<file path="config.mk">
export PLATFORM = sky130hd
export DESIGN_NAME = fm_step_gen
export DESIGN_NICKNAME = d
export VERILOG_FILES = /design/src/rtl/fm_pkg.sv /design/src/rtl/fm_interp.sv /design/src/rtl/fm_step_gen.sv
export SDC_FILE = /design/constraint.sdc
export NUM_CORES = 1
export LEC_CHECK = 0
export CAP_MARGIN = 20
export CORE_ASPECT_RATIO = 0.7
export CORE_MARGIN = 2
export CORE_UTILIZATION = 59
export DETAILED_ROUTE_END_ITERATION = 6
export GPL_TIMING_DRIVEN = 1
export PLACE_DENSITY_LB_ADDON = 0.12
export SLEW_MARGIN = 30
export SYNTH_ARGS = -nofsm -noshare
export SYNTH_HDL_FRONTEND = slang
export SYNTH_SLANG_ARGS = --single-unit
</file>
<file path="constraint.sdc">
create_clock -name clock -period 3.8 [get_ports clock]
set_input_delay 0.76 -clock clock [delete_from_list [all_inputs] [get_ports clock]]
set_output_delay 0.76 -clock clock [all_outputs]
set_load 0.02 [all_outputs]
</file>
<file path="src/rtl/fm_pkg.sv">
// Definitions shared by the FM step generator and its DDS neighbour: bus widths,
// the interpolator state type and the signed-to-unsigned clamp.
package fm_pkg;

  localparam int AUDIO_W = 16;
  localparam int STEP_W  = 10;

  typedef enum logic {
    IDLE,
    RAMP
  } interp_state_t;

  // Clamp a signed value into 0..max_val.
  function automatic int sat_clip(input int value, input int max_val);
    if (value < 0) return 0;
    if (value > max_val) return max_val;
    return value;
  endfunction

endpackage

</file>
<file path="src/rtl/fm_interp.sv">
// Linear interpolator: ramps from the current value to each new audio sample
// in exactly 2^INTERP_LOG2 equal steps, restarting if a sample arrives mid-ramp.
module fm_interp #(
  parameter int AUDIO_W     = fm_pkg::AUDIO_W,
  parameter int INTERP_LOG2 = 3
) (
  input  logic               clock,
  input  logic               reset,
  input  logic [AUDIO_W-1:0] audio_in,
  input  logic               audio_valid,
  output logic [AUDIO_W-1:0] interp,
  output logic               audio_ready,
  output logic               overrun
);
  import fm_pkg::*;

  localparam int ACC_W = AUDIO_W + INTERP_LOG2;
  localparam int DLT_W = AUDIO_W + 1;
  localparam logic [INTERP_LOG2-1:0] CNT_LAST = '1;

  interp_state_t           state, state_next;
  logic signed [ACC_W-1:0] acc, acc_next;
  logic signed [DLT_W-1:0] delta, delta_next;
  logic [INTERP_LOG2-1:0]  cnt, cnt_next;
  logic                    overrun_next;

  // The accumulator keeps INTERP_LOG2 fraction bits, so 2^INTERP_LOG2 adds of
  // delta land exactly on the target sample.
  assign interp      = acc[ACC_W-1:INTERP_LOG2];
  assign audio_ready = (state == IDLE);

  always_comb begin
    // NOTE: every output of this block gets a default first, so no path leaves
    // a signal unassigned and no latch can be inferred.
    state_next   = state;
    acc_next     = acc;
    delta_next   = delta;
    cnt_next     = cnt;
    overrun_next = 1'b0;

    if (audio_valid) begin
      acc_next     = {interp, {INTERP_LOG2{1'b0}}};
      delta_next   = $signed({audio_in[AUDIO_W-1], audio_in})
                   - $signed({interp[AUDIO_W-1], interp});
      cnt_next     = '0;
      state_next   = RAMP;
      overrun_next = (state == RAMP);
    end else if (state == RAMP) begin
      acc_next = acc + ACC_W'(delta);
      cnt_next = cnt + INTERP_LOG2'(1);
      if (cnt == CNT_LAST) state_next = IDLE;
    end
  end

  always_ff @(posedge clock or posedge reset) begin
    // NOTE: sequential state uses non-blocking assignments so every register
    // samples the pre-edge values regardless of statement order.
    if (reset) begin
      state   <= IDLE;
      acc     <= '0;
      delta   <= '0;
      cnt     <= '0;
      overrun <= 1'b0;
    end else begin
      state   <= state_next;
      acc     <= acc_next;
      delta   <= delta_next;
      cnt     <= cnt_next;
      overrun <= overrun_next;
    end
  end

endmodule

</file>
<file path="src/rtl/fm_step_gen.sv">
// Converts the MPX audio stream into the DDS phase-increment word: interpolate,
// scale by the programmable deviation, add the carrier centre step, saturate.
module fm_step_gen #(
  parameter int AUDIO_W     = fm_pkg::AUDIO_W,
  parameter int STEP_W      = fm_pkg::STEP_W,
  parameter int INTERP_LOG2 = 3
) (
  input  logic               clock,
  input  logic               reset,
  input  logic [AUDIO_W-1:0] audio_in,
  input  logic               audio_valid,
  output logic               audio_ready,
  input  logic [STEP_W-1:0]  carrier_step,
  input  logic [2:0]         dev_shift,
  input  logic               enable,
  output logic [STEP_W-1:0]  step,
  output logic               sat,
  output logic               overrun
);
  import fm_pkg::*;

  localparam int SH_BASE  = AUDIO_W - STEP_W;
  localparam int STEP_MAX = (1 << STEP_W) - 1;

  logic [AUDIO_W-1:0] interp;
  int                 offset;
  int                 sum;
  int                 clip_val;
  logic               clipped;
  logic [STEP_W-1:0]  step_clip;

  fm_interp #(
    .AUDIO_W     (AUDIO_W),
    .INTERP_LOG2 (INTERP_LOG2)
  ) u_interp (
    .clock       (clock),
    .reset       (reset),
    .audio_in    (audio_in),
    .audio_valid (audio_valid),
    .interp      (interp),
    .audio_ready (audio_ready),
    .overrun     (overrun)
  );

  // The offset fits in STEP_W signed bits, so the carrier+offset sum never
  // leaves the STEP_W+2 signed range; 32-bit arithmetic gives the same result.
  always_comb begin
    offset    = int'($signed(interp)) >>> (SH_BASE + int'(dev_shift));
    sum       = int'(carrier_step) + offset;
    clip_val  = sat_clip(sum, STEP_MAX);
    clipped   = (clip_val != sum);
    step_clip = STEP_W'(clip_val);
  end

  always_ff @(posedge clock or posedge reset) begin
    if (reset) begin
      step <= '0;
      sat  <= 1'b0;
    end else if (enable) begin
      step <= step_clip;
      sat  <= clipped;
    end else begin
      step <= carrier_step;
      sat  <= 1'b0;
    end
  end

endmodule

</file>
==> results_dict.tcl, run 1 <==
set metrics [dict create \
    regArea_um2 1301 \
    rows 27 \
    dp_hpwl_um 9616 \
    grt.total_usage_pct 32.97 \
    die_h_um 79.67 \
    place_ws_ns -0.8985 \
    setup_viol 11 \
    yosysSeqAreaShare_pct 26.96 \
    initial_core_util_pct 61.05 \
    worstPathArrival_ns 4.11 \
    io_buffers 45 \
    syn_inst 538 \
    hp-class "register to register" \
    synth_async_sr_flop_share_pct 100.0 \
    ant_nets 0 \
    sw_frac_of_total_pct 47.70 \
    max_slew.worst_pin.slew_ns 0.8758 \
    postCtsHoldBufs 0 \
    mappedNetlistArea_um2 4826 \
    synth_edf_count 0 \
    wl_per_cell_um 20.42 \
    r2r_setup_slack_ns 0 \
    skew_ns 0.003582 \
    setup.worst_path.start "dev_shift[0]" \
    worstSetupPathType "primary input to register" \
    final.period_utilization_pct 104.8 \
    p_per_area_nw_per_um2 897.0 \
    required_ns 3.93 \
    syn_to_final_growth_pct 32.15 \
    antenna_found_initial 0 \
    p_seq_share_pct 18.5 \
    end_kind "register" \
    drtPass1Iterations 6 \
    slew_headroom_pct 41.47 \
    crit_fanout 6 \
    rsz0062_at_grt "true" \
    setup_tns_ns -1.584 \
    drv_slew 0 \
    fin_area_um2 6377 \
    dr.max_layer_used "met4" \
    synthFlopType "dfrtp_1" \
    cp-endpoint "step[3]" \
    grt_max_degree 53 \
    pwr-share-clk_pct 8.1 \
    p_leak_nw 2.853 \
    combPwrFrac_pct 73.4 \
    yosys_register_bits 52 \
    avgSynthCellArea_um2 8.970 \
    path_clk_slew_ns 0.07 \
    root_buffer "clkbuf_16" \
    multiInputGateArea_um2 3570 \
    internal_power_mw 2.992 \
    routedLengthMet1_um 6392 \
    min_period_ns 3.982 \
    routed_wl_um 15090 \
    total_power_mw 5.720 \
    die_x_um 112.1 \
    clk_latency_ns 0.30 \
    worst_slack_ns -0.1817 \
    violations "setup timing" \
    drc_errors 0 \
    status "finished, violations left" \
    via_per_inst 6.447 \
    nets 721 \
    synth_nets 622 \
    cts_buffer_depth 2 \
    grt_pass1_wl_um 23600 \
    core_um2 7905 \
    dieArea_um2 8930 \
    r2r_end "step[3]" \
    synth_cell_type_count 67 \
    tritoncts "done" \
    overflow 0 \
    timing_hold_violations_final 0 \
    worst-r2r-cell-count 13 \
    drt_iter0_markers 468 \
    whs_ns 0.5091 \
    fill_cells 492 \
    wl_met2_um 6899 \
    cap_violations 0 \
    wl_met3_um 1281 \
    power.switching_mw 2.729 \
    ios 46 \
    htreeDepth 2 \
    vias 4764 \
    holdPathStages 2 \
    ys_warn_count 0 \
    drive_gt1_share_pct 25.86 \
    fmax_ghz 0.2512 \
    place_area_um2 5766 \
    start_kind "primary input" \
    antenna_cells 0 \
    cts.sinks 52 \
    first_global_vias 4731 \
    gp_congestion 0.8999 \
    cts_buffers 5 \
    reg2reg_from "u_interp.acc[15]" \
    vdd_drop_max_mv 0.5812 \
]
## final cells by class
cell class | count | area share, %
clock inverters | 3 | 0.2943
clock buffers | 5 | 1.962
repair buffers | 113 | 17.05
flip-flops and latches | 52 | 20.40
multi-input cells | 428 | 55.97
well taps | 101 | 1.982
inverters | 37 | 2.335
## sequential cells by signal, summed over array words and instances (netlist names)
signal,flops
sat,1
u_interp.cnt,3
u_interp.state,1
u_interp.delta,17
u_interp.overrun,1
u_interp.acc,19
step,10
## critical path: stages
cell	delay, ns
buf_12	0.12
buf_12	0.14
mux2_4	0.33
nor2_4	0.13
nor2_2	0.07
mux4_2	0.51
ha_4	0.31
buf_4	0.12
o21a_1	0.14
o31a_1	0.21
o22ai_2	0.11
o21ai_2	0.20
mux2i_1	0.24
o211ai_1	0.15
a31oi_4	0.28
buf_12	0.17
a41oi_2	0.12
## layout by cell type, fill, tap and decap left out, drive strengths merged, types with 5 or more instances in the layout
cell type,n
a211oi,7
a31oi,5
a21o,15
mux4,7
mux2i,21
nor3,9
mux2,12
nor3b,6
xnor2,19
nor2,39
inv,37
o31ai,8
o21ai,46
o21a,12
clkbuf,6
nor2b,6
clkdlybuf4s50,42
nand3,6
a41oi,9
xor2,13
dfrtp,52
ha,48
nand2b,8
a21oi,36
buf,68
nand2,43
## synth_stat cells, types with 2 or more instances
cell      number  area [µm²]
o21bai_1       2       15.01
nand2_1       43       161.4
a31oi_1        4       25.02
nand2b_1       8       50.05
buf_2          2       10.01
a21oi_1       35       175.2
buf_6          2       22.52
o21ai_1       11       55.05
o211a_1        2       20.02
o21a_1        12       90.09
a41oi_1        2       17.52
a211oi_1       7       52.55
xor2_1        13       113.9
nand3_1        6       30.03
a41oi_2        7       113.9
ha_1          48       600.6
o21ai_2        2       17.52
fa_1           3       60.06
a311oi_1       2       17.52
nor2_1        39       146.4
nand4_1        2       12.51
inv_1         36       135.1
dfrtp_1       52        1301
nor3b_1        6       45.04
clkbuf_1      16       60.06
a211o_1        2       17.52
mux2i_1       21       210.2
nor3_1         9       45.04
o21ai_0       33       165.2
xnor2_1       19       166.4
nor4_1         3       18.77
nand3b_1       3       22.52
or2_2          4       25.02
and3_1         2       12.51
or4_1          2       15.01
nor2b_1        6       37.54
mux4_2         6       135.1
a21o_1        15       112.6
or3_1          4       25.02
and2_1         2       12.51
o31ai_1        8       60.06
mux2_2        11       123.9
a221oi_1       2       17.52
## power by group through the flow
stage | Sequential, mW | Clock [mW] | Combinational (mW)
floorplan | 1.00 | 0 | 2.58
global placement | 1.02 | 0 | 3.44
detailed placement | 1.03 | 0 | 3.58
CTS | 1.04 | 0.463 | 3.83
global route | 1.08 | 0.483 | 4.54
finish | 1.06 | 0.462 | 4.20
## what timing repair did
| item | in CTS | in global routing |
|---|---|---|
| setup buffers | 9 | 5 |
| pin swaps | 27 | 24 |
| resized for setup | 59 | 25 |
| cloned | 3 | 0 |
| endpoints found under the setup margin | 11 | 11 |
## layer usage
| metal | GRT usage, % | vias to the layer above |
|---|---|---|
| met3 | 6.682 | 59 |
| met5 | 0 | - |
| met4 | 10.73 | 0 |
| li1 | - | 2164 |
| met1 | 45.08 | 2274 |
| met2 | 52.89 | 267 |
## metrics by stage
step           util [%]  instances
2_1_floorplan         -        538
3_3_place_gp      72.90        714
3_5_place_dp      72.93        714
4_1_cts           78.77        734
5_1_grt           80.67        739
6_report          80.67        739
## worst min path at each step
stage	start	endpoint	slack (ns)
floorplan	u_interp.delta[11]	u_interp.delta[11]	0.46
global placement	u_interp.delta[13]	u_interp.delta[13]	0.47
detailed placement	u_interp.delta[14]	u_interp.delta[14]	0.48
CTS	u_interp.delta[3]	u_interp.delta[3]	0.51
global route	u_interp.delta[4]	u_interp.delta[4]	0.54
finish	u_interp.delta[3]	u_interp.delta[3]	0.51
## cells by family after synthesis
family | share of synthesized area, %
AO/OA/AOI/OAI | 23.59
XOR/XNOR | 5.808
adder cells (fa/ha/maj) | 13.69
buffers and inverters | 4.874
flip-flops | 26.96
multiplexers | 10.58
AND/OR/NAND/NOR | 14.49
(Power assumes the default switching activity.)
==> run 2, diff against run 1 <==
Settings changed: CORE_UTILIZATION 59 to 60.
Clock period 3.8 ns to 4.77 ns, I/O delays scaled along.
==> results_dict.tcl, run 2 (same netlist as run 1, synthesis figures left out) <==
set metrics [dict create \
    status "completed" \
    overflow 0 \
    crit_family "buffers and inverters" \
    clk_latency_ns 0.30 \
    die_h_um 79.04 \
    vdd_drop_max_mv 0.5105 \
    routed_wl_um 12160 \
    p_leak_nw 2.663 \
    via_per_inst 6.066 \
    gp_congestion 0.9706 \
    crit_path_cell_trace "clkdlybuf4s50_1 > buf_12 > mux4_1 > buf_4 > mux2i_2 > mux2i_1 > ha_2 > inv_1 > fa_1 > nor2b_1 > o31a_1 > o22ai_2 > o21ai_2 > or4_4 > a31oi_4 > buf_12 > a41oi_2" \
    crit_buf_inv 5 \
    drive_gt1_share_pct 16.42 \
    drtPass1Iterations 4 \
    ant_nets 0 \
    ios 46 \
    die_x_um 111.2 \
    timing_hold_violations_final 0 \
    initial_core_util_pct 61.57 \
    skew_ns 0.007371 \
    worstSetupPathType "primary input to register" \
    final.period_utilization_pct 96.60 \
    max_slew.worst_pin.slew_ns 0.7616 \
    dieArea_um2 8788 \
    most-common-layout-cells "52 x dfrtp_1, 46 x ha_1, 45 x clkdlybuf4s50_1" \
    antenna_found_initial 0 \
    path_clk_slew_ns 0.07 \
    rsz0062_at_grt "false" \
    setup_tns_ns 0 \
    io_buffers 45 \
    start_kind "primary input" \
    syn_to_final_growth_pct 21.05 \
    dp_hpwl_um 9468 \
    first_global_vias 4254 \
    core_um2 7838 \
    grt.total_usage_pct 28.95 \
    cts_buffer_depth 2 \
    cap_violations 0 \
    cts.sinks 52 \
    largest_register "u_interp.acc" \
    vias 4343 \
    worstPathArrival_ns 4.74 \
    slowest_delay_ns 0.58 \
    root_buffer "clkbuf_16" \
    cts_buffers 5 \
    p_per_area_nw_per_um2 694.7 \
    drc_errors 0 \
    reg_top3 "u_interp.acc x19, u_interp.delta x17, step x10" \
    mostFrequentLayoutCell "dfrtp_1" \
    crit_fanout 14 \
    fmax_ghz 0.2170 \
    tritoncts "done" \
    nets 699 \
    drv_slew 0 \
    required_ns 4.90 \
    final_core_util_pct 74.54 \
    rows 27 \
    largest_register_ffs 19 \
    end_kind "register" \
    grt_pass1_wl_um 20670 \
    antenna_cells 0 \
    hp-class "register to register" \
    critPathMostFrequentCell "buf_12" \
    setup_viol 0 \
    htreeDepth 2 \
    cp_slowest_cell "mux4_1" \
    worst-r2r-cell-count 15 \
    path_depth 17 \
    min_period_ns 4.608 \
    wl_per_cell_um 16.98 \
    grt_max_degree 53 \
    drt_iter0_markers 269 \
    slew_headroom_pct 49.07 \
    holdPathStages 2 \
]
-- run 2: changes by cell type in the layout (fill, tap and decap cells not counted), moves of 4 or more --
cell and change:
o21ai_0 +6, a21oi_2 -5, a21oi_1 +6, buf_6 -6, mux2i_1 +4, buf_4 -12, o21ai_2 -4, ha_4 -6
nor2_1 +5, ha_1 +7
-- run 2: area by class of cell --
| type | count | area, µm² |
|---|---|---|
| inverters | 37 | 141.4 |
| fillers | 594 | 1996 |
| clock inverters | 2 | 12.51 |
| flip-flops and latches | 52 | 1301 |
| clock buffers | 5 | 125.1 |
| multi-input cells | 428 | 3314 |
| repair buffers | 91 | 820.8 |
| well taps | 101 | 126.4 |
-- run 2: power breakdown --
| part | leakage (nW) | internal [mW] | total [mW] | switching [mW] |
|---|---|---|---|---|
| sequential | 0.617 | 0.633 | 0.842 | 0.209 |
| combinational | 1.98 | 1.36 | 2.85 | 1.49 |
| clock | 0.0657 | 0.191 | 0.367 | 0.176 |
| total | 2.66 | 2.18 | 4.06 | 1.88 |
-- run 2: repair_timing --
| action | CTS | global route |
|---|---|---|
| buffers inserted | 0 | 4 |
| hold buffers | 0 | 0 |
| resized for setup | 0 | 8 |
| endpoints found under the setup margin | 0 | 11 |
-- run 2: worst register-to-register path: stages (launching register included) --
cell     delay (ns)
dfrtp_1        0.57
mux4_1         0.62
buf_4          0.17
mux2i_2        0.18
mux2i_1        0.12
ha_2           0.21
inv_1          0.07
fa_1           0.18
nor2b_1        0.06
o31a_1         0.33
o22ai_2        0.16
o21ai_2        0.09
or4_4          0.49
a31oi_4        0.20
buf_12         0.16
a41oi_2        0.13
-- run 2: stage by stage --
| step | setup slack, ns | power (mW) | hold slack [ns] | instance area [µm²] | std cells |
|---|---|---|---|---|---|
| after CTS | 0.1522 | 4.001 | 0.5040 | 5787 | 712 |
| after floorplan | 0.1327 | 2.829 | 0.4557 | 4826 | 538 |
| final | 0.1621 | 4.058 | 0.5013 | 5842 | 716 |
| after global routing | 0.01722 | 4.409 | 0.5346 | 5842 | 716 |
| after global placement | -0.05777 | 3.489 | 0.4804 | 5647 | 705 |
| after detailed placement | -0.1461 | 3.609 | 0.4865 | 5649 | 705 |
-- run 2: routing by layer --
layer / vias up / global-route usage (%) / wire, µm
met5: - / 0 / 0
met4: 0 / 6.049 / 130
met3: 14 / 4.198 / 685
met2: 133 / 45.43 / 5321
met1: 2083 / 42.92 / 6018
li1: 2113 / - / -
-- run 2: worst paths after layout --
| kind | startpoint | endpoint | slack (ns) |
|---|---|---|---|
| setup reg to reg | u_interp.acc[18] | step[6] | 0.86 |
| hold / removal | u_interp.delta[15] | u_interp.delta[15] | 0.50 |
| setup / recovery | dev_shift[0] | step[6] | 0.16 |
| max in group asynchronous | reset | u_interp.acc[15] | 3.20 |
| min in group asynchronous | reset | u_interp.acc[4] | 1.12 |
| hold reg to reg | u_interp.delta[15] | u_interp.delta[15] | 0.50 |
